$ cat config.mk
export PLATFORM = sky130hd
export DESIGN_NAME = ddr3_app_arb
export DESIGN_NICKNAME = d
export VERILOG_FILES = /design/src/rtl/ddr3_app_arb.sv
export SDC_FILE = /design/constraint.sdc
export NUM_CORES = 1
export LEC_CHECK = 0
export BUFFER_PORTS_ARGS = -buffer_cell sky130_fd_sc_hd__buf_2
export CAP_MARGIN = 20
export CORE_AREA = 2 2 245 247
export CTS_BUF_LIST = sky130_fd_sc_hd__clkbuf_16
export DETAILED_ROUTE_END_ITERATION = 8
export DIE_AREA = 0 0 247 249
export GPL_ROUTABILITY_DRIVEN = 0
export PLACE_DENSITY = 0.3
export RECOVER_POWER = 50
export SETUP_SLACK_MARGIN = 0.15
export SLEW_MARGIN = 20
export SYNTH_ARGS = -nofsm -noshare
export SYNTH_HDL_FRONTEND = slang
export SYNTH_SLANG_ARGS = --single-unit
$ cat constraint.sdc
create_clock -name i_ddr3_clk -period 2.3 [get_ports i_ddr3_clk]
set_input_delay 0.46 -clock i_ddr3_clk [delete_from_list [all_inputs] [get_ports i_ddr3_clk]]
set_output_delay 0.46 -clock i_ddr3_clk [all_outputs]
set_load 0.01 [all_outputs]
$ cat src/rtl/ddr3_app_arb.sv
// Two-port (writer/reader) round-robin arbiter in front of the MIG DDR3 app port.
// Optional watchdog release is enabled with `define DDR3_APP_ARB_TIMEOUT_EN.
module ddr3_app_arb #(
    parameter int unsigned P_ADDR_W  = 27,
    parameter int unsigned P_DATA_W  = 256,
    parameter int unsigned P_TIMEOUT = 1024
) (
    input  logic                i_ddr3_clk,
    input  logic                i_rst_n,
    input  logic                i_wr_request,
    input  logic                i_rd_request,
    output logic                o_wr_response,
    output logic                o_rd_response,
    input  logic                i_wr_bust_end,
    input  logic                i_rd_bust_end,
    input  logic                i_wr_app_en,
    input  logic [2:0]          i_wr_app_cmd,
    input  logic [P_ADDR_W-1:0] i_wr_addr,
    input  logic                i_wr_wdf_wren,
    input  logic                i_wr_wdf_end,
    input  logic [P_DATA_W-1:0] i_wr_wdf_data,
    input  logic                i_rd_app_en,
    input  logic [2:0]          i_rd_app_cmd,
    input  logic [P_ADDR_W-1:0] i_rd_addr,
    output logic                o_app_en,
    output logic [2:0]          o_app_cmd,
    output logic [P_ADDR_W-1:0] o_addr,
    output logic                o_app_wdf_wren,
    output logic                o_app_wdf_end,
    output logic [P_DATA_W-1:0] o_app_wdf_data,
    output logic [1:0]          o_grant,
    output logic                o_busy,
    output logic                o_timeout
);

    typedef enum logic [1:0] {
        S_IDLE    = 2'd0,
        S_GNT_WR  = 2'd1,
        S_GNT_RD  = 2'd2,
        S_RELEASE = 2'd3
    } state_t;

    state_t                r_state;
    logic                  r_last;      // 1 = reader served last
    logic                  r_armed;     // holds off grants on the first edge after reset
    logic                  r_wr_resp;
    logic                  r_rd_resp;
    logic [2:0]            r_cmd;
    logic [P_ADDR_W-1:0]   r_addr;
    logic                  w_in_grant;
    logic                  w_bust_end;
    logic                  w_wd_fire;

    assign w_in_grant = (r_state == S_GNT_WR) || (r_state == S_GNT_RD);
    assign w_bust_end = ((r_state == S_GNT_WR) && i_wr_bust_end) ||
                        ((r_state == S_GNT_RD) && i_rd_bust_end);

`ifdef DDR3_APP_ARB_TIMEOUT_EN
    localparam int unsigned CNT_W = (P_TIMEOUT > 2) ? $clog2(P_TIMEOUT) : 1;

    logic [CNT_W-1:0] r_wd_cnt;
    logic             r_timeout;

    // Counter is zero in the first grant clock; the pulse lands on the clock it reads P_TIMEOUT-1.
    always_ff @(posedge i_ddr3_clk or negedge i_rst_n) begin
        if (!i_rst_n) begin
            r_wd_cnt  <= '0;
            r_timeout <= 1'b0;
        end else begin
            r_timeout <= 1'b0;
            if (!w_in_grant || w_bust_end || w_wd_fire) begin
                r_wd_cnt <= '0;
            end else begin
                r_wd_cnt  <= r_wd_cnt + CNT_W'(1);
                r_timeout <= (r_wd_cnt == CNT_W'(P_TIMEOUT - 2));
            end
        end
    end

    assign w_wd_fire = w_in_grant && (r_wd_cnt == CNT_W'(P_TIMEOUT - 1));
    assign o_timeout = r_timeout;
`else
    assign w_wd_fire = 1'b0;
    assign o_timeout = 1'b0;
`endif

    always_ff @(posedge i_ddr3_clk or negedge i_rst_n) begin
        if (!i_rst_n) begin
            r_state   <= S_IDLE;
            r_last    <= 1'b1;
            r_armed   <= 1'b0;
            r_wr_resp <= 1'b0;
            r_rd_resp <= 1'b0;
            r_cmd     <= 3'd0;
            r_addr    <= '0;
        end else begin
            r_armed   <= 1'b1;
            r_wr_resp <= 1'b0;
            r_rd_resp <= 1'b0;
            case (r_state)
                S_IDLE: begin
                    if (r_armed) begin
                        if (i_wr_request && (!i_rd_request || r_last)) begin
                            r_state   <= S_GNT_WR;
                            r_wr_resp <= 1'b1;
                            r_last    <= 1'b0;
                        end else if (i_rd_request) begin
                            r_state   <= S_GNT_RD;
                            r_rd_resp <= 1'b1;
                            r_last    <= 1'b1;
                        end
                    end
                end
                S_GNT_WR: begin
                    r_addr <= i_wr_addr;
                    r_cmd  <= i_wr_app_cmd;
                    if (i_wr_bust_end || w_wd_fire) r_state <= S_RELEASE;
                end
                S_GNT_RD: begin
                    r_addr <= i_rd_addr;
                    r_cmd  <= i_rd_app_cmd;
                    if (i_rd_bust_end || w_wd_fire) r_state <= S_RELEASE;
                end
                S_RELEASE: r_state <= S_IDLE;
                default:   r_state <= S_IDLE;
            endcase
        end
    end

    // App-port mux: zero-latency from the registered state; idle holds the last address/cmd.
    always_comb begin
        o_app_en       = 1'b0;
        o_app_cmd      = r_cmd;
        o_addr         = r_addr;
        o_app_wdf_wren = 1'b0;
        o_app_wdf_end  = 1'b0;
        o_app_wdf_data = '0;
        case (r_state)
            S_GNT_WR: begin
                o_app_en       = i_wr_app_en;
                o_app_cmd      = i_wr_app_cmd;
                o_addr         = i_wr_addr;
                o_app_wdf_wren = i_wr_wdf_wren;
                o_app_wdf_end  = i_wr_wdf_end;
                o_app_wdf_data = i_wr_wdf_data;
            end
            S_GNT_RD: begin
                o_app_en  = i_rd_app_en;
                o_app_cmd = i_rd_app_cmd;
                o_addr    = i_rd_addr;
            end
            default: ;
        endcase
    end

    assign o_wr_response = r_wr_resp;
    assign o_rd_response = r_rd_resp;
    assign o_grant       = {(r_state == S_GNT_RD), (r_state == S_GNT_WR)};
    assign o_busy        = (r_state != S_IDLE);

endmodule
==> impl_metrics.csv, run 1 <==
group,metric,value,unit
setup_path,worstPathArrival,1840,ps
route,drc,0,
setup_path,crit_path_end_kind,"output pin",
floorplan,dieArea,61500,sq um
pwr,p_per_area,1260,nW/um^2
global_routing,antenna_found_initial,25,
cts,cts_buffer_depth,2,
timing,setup_ws,2.17,ps
min_path,hold_class,"primary input to asynchronous set/reset pin",
setup_path,rrSetupSlack,380,ps
route,viasPerCell,3.14,
timing,skew,6.84,ps
placement,portBuffers,619,
pwr,pwr-share-seq,8.7,%
yosys,synth_top_cells_by_area,"and2_1 48%, dfrtp_1 26%, a22oi_1 6.9%, a21oi_1 4.6%, clkbuf_1 4.0%",
cts,cts_htree_levels,2,
timing,slew_headroom,29.1,%
cts,cts_tree,"yes",
finish,nets,1440,
pwr,clkPwrFrac,6.9,%
placement,pre_cts_ws,139,ps
cts,cts_buffers,5,
floorplan,initial_core_util,5.76,%
placement,dpl_cell_area,7520,sq um
timing,fmax,0.435,GHz
cts,cts_sinks,36,
route,vias,5938,
setup_path,crit_family,"buffers and inverters",
finish,stdcell_area,9870,sq um
pwr,comb_power_share,84.4,%
timing,setup-violations-final,0,
setup_path,r2r_end,"r_state[1]$_DFFE_PN0P_",
setup_path,r2r_cells,5,
finish,multiInputGateArea,2800,sq um
setup_path,cp_max_fo,7,
pwr,fin_total_pwr,12400,uW
route,ant_nets,0,
route,wl,39.4,mm
timing,rsz0062_at_grt,"yes",
finish,drive_gt1_share,77.8,%
yosys,synth_cells,457,
pwr,p_int,6960,uW
timing,worst_pin_slew,1060,ps
setup_path,cp_slowest_stage_delay,400,ps
setup_path,critical_path_class,"flop to output pin",
cts,root_buffer,"clkbuf_16",
flow_run,cap_viol_max_count,0,
yosys,synth_most_common_cell,"and2_1",
floorplan,die_w,247,microns
yosys,synthFlopType,"dfrtp_1",
yosys,synth_nets,788,
global_routing,grt_pass1_vias,5751,
yosys,synth_edf_count,0,
route,drtIter0Drc,166,
finish,utilization,16.8,%
yosys,synth_warnings,0,
pwr,ir_worst_vdd,891,uV
yosys,synth_top_area_share,47.7,%
setup_path,crit_path_cell_trace,"buf_6 > ha_4 > buf_12 > buf_16 > buf_12 > a22oi_2 > a21oi_2 > buf_2",
cts,clkSlewWorstSetupHoldPaths,70,ps
setup_path,slowest_stage,"dfrtp_1",
floorplan,io_pins,621,
cts,postCtsHoldBufs,0,
pwr,leakage,0.00517,uW
setup_path,r2r_start,"r_state[0]$_DFFE_PN0P_",
global_routing,grt_overflow,0,
yosys,synthArstFlopShare,100,%
yosys,synth.cell_area,3380,sq um
setup_path,worst_ep_required_time,1840,ps
setup_path,timing.critical_path.mode_cell,"buf_12",
status,outcome,"finished, final reports clean",
pwr,power.share.switching,43.8,%
cts,clk-insertion-delay-late,300,ps
global_routing,grt_pass1_wl,49.1,mm
floorplan,num_rows,89,
yosys,avgSynthCellArea,7.40,sq um
setup_path,cp-start-kind,"flop",
yosys,yosys.area.top_type,"and2_1",
floorplan,dieHeight,249,microns
global_routing,grtUsageTotal,11.7,%
global_routing,grt_max_degree,42,
floorplan,core-area,58700,sq um
timing,whs,419,ps
timing,hold_viol_final,0,
route,wl_per_cell,20.8,microns
setup_path,crit_buf_inv,5,
pwr,p_sw,5440,uW
route,dr.pass1.iters,6,
yosys,synth_seq_area_share,26.7,%
yosys,synth_commonest_cells,"258 x and2_1, 36 x clkbuf_1, 35 x dfrtp_1",
finish,area.growth.synth_to_final,192,%
placement,post-dp-hpwl,31.5,mm
timing,finalMaxSlewViolations,0,
finish,seq_area,902,sq um
yosys,synth_cell_types,23,
yosys,ys_ff_latch,36,
timing,min_period,2300,ps
timing,period_share,99.9,%
finish,n_fill_cell,6706,
what timing repair did:
item	in CTS	in global routing
pin swaps	33	57
cloned	10	9
buffers inserted	20	14
resized for setup	190	178
endpoints found under the setup margin	259	280
hold endpoints to repair	0	0
layer usage:
metal / global-route usage [%] / up-vias / share of wire, %
li1: - / 2782 / -
met1: 12.0 / 2740 / 35
met2: 20.7 / 346 / 51
met3: 6.23 / 50 / 12
met4: 2.34 / 20 / 1.7
met5: 1.83 / - / 0.32
final cells by class:
cell class | instances | share of cell area (%)
timing repair buffer | 689 | 50.6
inverter | 5 | 0.190
multi-input combinational | 372 | 28.3
antenna | 8 | 0.203
sequential | 36 | 9.14
clock inverter | 3 | 0.469
tap | 773 | 9.80
clock buffer | 5 | 1.27
cell families after synthesis:
group / Yosys count / share of synthesized area (%)
mux: 2 / 0.629
other cells: 2 / 0.222
buf+inv: 49 / 5.81
simple gates: 296 / 52.4
fa+ha+maj: 5 / 1.85
compound gates: 67 / 12.4
flops: 36 / 26.7
layout by cell type (no fill, tap or decap), types with 7 or more instances in the layout:
| cell | count |
|---|---|
| buf_8 | 7 |
| buf_16 | 13 |
| nor2_1 | 28 |
| diode_2 | 8 |
| dfrtp_1 | 35 |
| clkbuf_16 | 13 |
| and2_1 | 135 |
| a21oi_1 | 11 |
| buf_4 | 28 |
| buf_12 | 11 |
| a21oi_2 | 20 |
| a22oi_2 | 17 |
| and2_4 | 123 |
| a22oi_1 | 14 |
| buf_6 | 117 |
| buf_2 | 500 |
power groups by stage:
stage	registers (uW)	logic [uW]	clock network (uW)
final	1080	10500	850
after global routing	1110	11300	898
after CTS	1070	8950	895
after detailed placement	1080	6910	0
after global placement	1090	6960	0
after floorplan	1070	3370	0
metrics by stage:
step                      cells  setup TNS [ps]
final                      1891               0
after global routing       1886           -1430
after detailed placement   1822               0
after global placement     1822               0
after floorplan             457               0
after CTS                  1860           -11.8
flip-flops by register name, summed over array words and instances, names as in the netlist:
signal / count
o_wr_response: 1
o_rd_response: 1
r_addr: 27
r_state: 2
r_cmd: 3
r_last: 1
r_armed: 1
how the worst max path moves through the flow:
stage	start	end	cells past startpoint
after CTS	r_state[1]$_DFFE_PN0P_	o_addr[3]	8
after detailed placement	r_state[1]$_DFFE_PN0P_	o_addr[12]	6
final	r_state[0]$_DFFE_PN0P_	o_app_cmd[1]	8
after floorplan	r_state[0]$_DFFE_PN0P_	o_addr[0]	6
after global placement	r_state[1]$_DFFE_PN0P_	o_app_cmd[0]	6
after global routing	r_state[0]$_DFFE_PN0P_	o_app_cmd[1]	8
Note: power is estimated with default switching activity, not from simulation.
==> inputs of run 2 (changes only) <==
Settings changed: BUFFER_PORTS_ARGS -buffer_cell sky130_fd_sc_hd__buf_2 to -buffer_cell sky130_fd_sc_hd__buf_4, CAP_MARGIN 20 to not set.
==> run 2 against run 1 <==
Compared with the run above: clock-buffer cell count unchanged; critical path type unchanged; sequential share of layout area decreased by 1.1 points; core utilization increased by 2.3 points; flip-flop and latch count unchanged.
==> impl_metrics.csv, run 2 (synthesis results as in run 1) <==
group,metric,value,unit
global_routing,grtUsageTotal,11.5,%
placement,portBuffers,619,
flow_run,cap_viol_max_count,0,
pwr,p_int,8170,uW
cts,postCtsHoldBufs,0,
global_routing,antenna_found_initial,12,
route,wl_per_cell,21.5,microns
floorplan,io_pins,621,
status,outcome,"finished, final reports clean",
placement,pre_cts_ws,114,ps
route,dr.pass1.iters,4,
pwr,comb_power_share,87.0,%
route,drtIter0Drc,193,
setup_path,r2r_cells,6,
setup_path,worstPathArrival,1790,ps
cts,cts_tree,"yes",
route,ant_nets,0,
floorplan,num_rows,89,
setup_path,worst_ep_required_time,1840,ps
global_routing,gr-usage-met1,12.8,%
route,viasPerCell,3.12,
route,vias,5902,
setup_path,cp_slowest_stage_delay,430,ps
cts,cts_htree_levels,2,
timing,slew_headroom,25.5,%
finish,top_register,"r_addr",
global_routing,met3_usage,4.21,%
floorplan,initial_core_util,5.76,%
cts,cts_sinks,36,
finish,nets,1446,
global_routing,grt_max_degree,68,
global_routing,grt_overflow,0,
finish,drive_gt1_share,78.5,%
timing,rsz0062_at_grt,"yes",
finish,largest_reg_flops,27,
global_routing,met2_usage,21.4,%
finish,most-common-layout-cells,"528 x buf_4, 151 x and2_1, 127 x buf_6",
floorplan,core-area,58700,sq um
route,wl,40.8,mm
cts,clk-insertion-delay-late,300,ps
setup_path,crit_path_end_kind,"output pin",
setup_path,slowest_stage,"dfrtp_1",
timing,hold_viol_final,0,
pwr,p_sw,5910,uW
pwr,leakage,0.00549,uW
setup_path,critical_path_class,"flop to output pin",
timing,skew,11.0,ps
global_routing,grt_pass1_wl,49.0,mm
pwr,power.share.switching,41.9,%
timing,min_period,2250,ps
floorplan,die_w,247,microns
setup_path,crit_family,"buffers and inverters",
timing,whs,364,ps
cts,cts_buffer_depth,2,
setup_path,r2r_end,"r_state[1]$_DFFE_PN0P_",
pwr,ir_worst_vdd,761,uV
cts,cts_buffers,5,
global_routing,top_usage_layer,"met2",
finish,layout_commonest_cell,"buf_4",
timing,worst_pin_slew,1120,ps
floorplan,dieHeight,249,microns
min_path,hold_class,"primary input to asynchronous set/reset pin",
pwr,p_per_area,1250,nW/um^2
timing,period_share,97.6,%
floorplan,dieArea,61500,sq um
global_routing,grt_pass1_vias,5633,
timing,setup_ws,54.6,ps
cts,clkSlewWorstSetupHoldPaths,70,ps
setup_path,crit_path_cell_trace,"inv_2 > ha_4 > buf_12 > clkbuf_16 > buf_6 > a21oi_4 > buf_6",
pwr,pwr-share-seq,7.9,%
timing,finalMaxSlewViolations,0,
setup_path,crit_buf_inv,5,
setup_path,timing.critical_path.mode_cell,"buf_6",
placement,post-dp-hpwl,33.2,mm
setup_path,cp-start-kind,"flop",
setup_path,cp_max_fo,6,
pwr,clkPwrFrac,5.1,%
cts,root_buffer,"clkbuf_16",
timing,setup-tns-final,0,ps
timing,fmax,0.445,GHz
setup_path,rrSetupSlack,330,ps
timing,setup-violations-final,0,
route,drc,0,
finish,area.growth.synth_to_final,232,%
finish,reg_top3,"r_addr x27, r_cmd x3, r_state x2",
setup_path,r2r_start,"r_state[0]$_DFFE_PN0P_",
## run 2: area by class of cell
cell class	count	area, sq um
Multi-Input combinational cell	372	2940
Sequential cell	36	902
Tap cell	773	967
Clock buffer	5	125
Antenna cell	4	10.0
Timing Repair Buffer	695	6240
Inverter	5	18.8
Clock inverter	3	18.8
Fill cell	6574	47500
## run 2: worst max-delay path by stage
stage                                      start                 end  slack [ps]  cells past startpoint
after floorplan           r_state[0]$_DFFE_PN0P_           o_addr[0]         330                      6
after global placement    r_state[1]$_DFFE_PN0P_  o_app_wdf_data[94]         130                      6
after detailed placement  r_state[1]$_DFFE_PN0P_  o_app_wdf_data[94]         110                      6
after CTS                 r_state[0]$_DFFE_PN0P_           o_addr[6]          30                      6
after global routing      r_state[0]$_DFFE_PN0P_          o_addr[20]         -30                      7
final                     r_state[0]$_DFFE_PN0P_           o_addr[1]          50                      7
## run 2: timing repair
action / in CTS / in global routing
endpoints found under the setup margin: 289 / 276
resized for setup: 31 / 322
setup buffers: 7 / 34
gates cloned: 2 / 13
pin swaps: 10 / 26
## run 2: power by group through the flow
stage               combinational, uW  clock, uW  sequential [uW]
floorplan                        3370          0             1070
global route                    13100        774             1140
detailed placement               8040          0             1090
CTS                              8670        763             1080
finish                          12200        721             1120
global placement                 8170          0             1100
## run 2: stage by stage
step           total power (uW)  instance area [sq um]  utilization, %  std cells
2_1_floorplan              4430                   3380               -        457
4_1_cts                   10500                   9490            16.2       1842
5_1_grt                   15000                  11200            19.1       1889
3_5_place_dp               9130                   9080            15.5       1825
6_report                  14100                  11200            19.1       1893
3_3_place_gp               9260                   9080            15.5       1825
## run 2: routing by layer
| metal | routed length [microns] | share of wire (%) | vias to the layer above |
|---|---|---|---|
| met3 | 4000 | 9.8 | 40 |
| met1 | 15200 | 37 | 2769 |
| met2 | 21000 | 51 | 312 |
| li1 | - | - | 2767 |
| met4 | 462 | 1.1 | 14 |
| met5 | 86 | 0.21 | - |
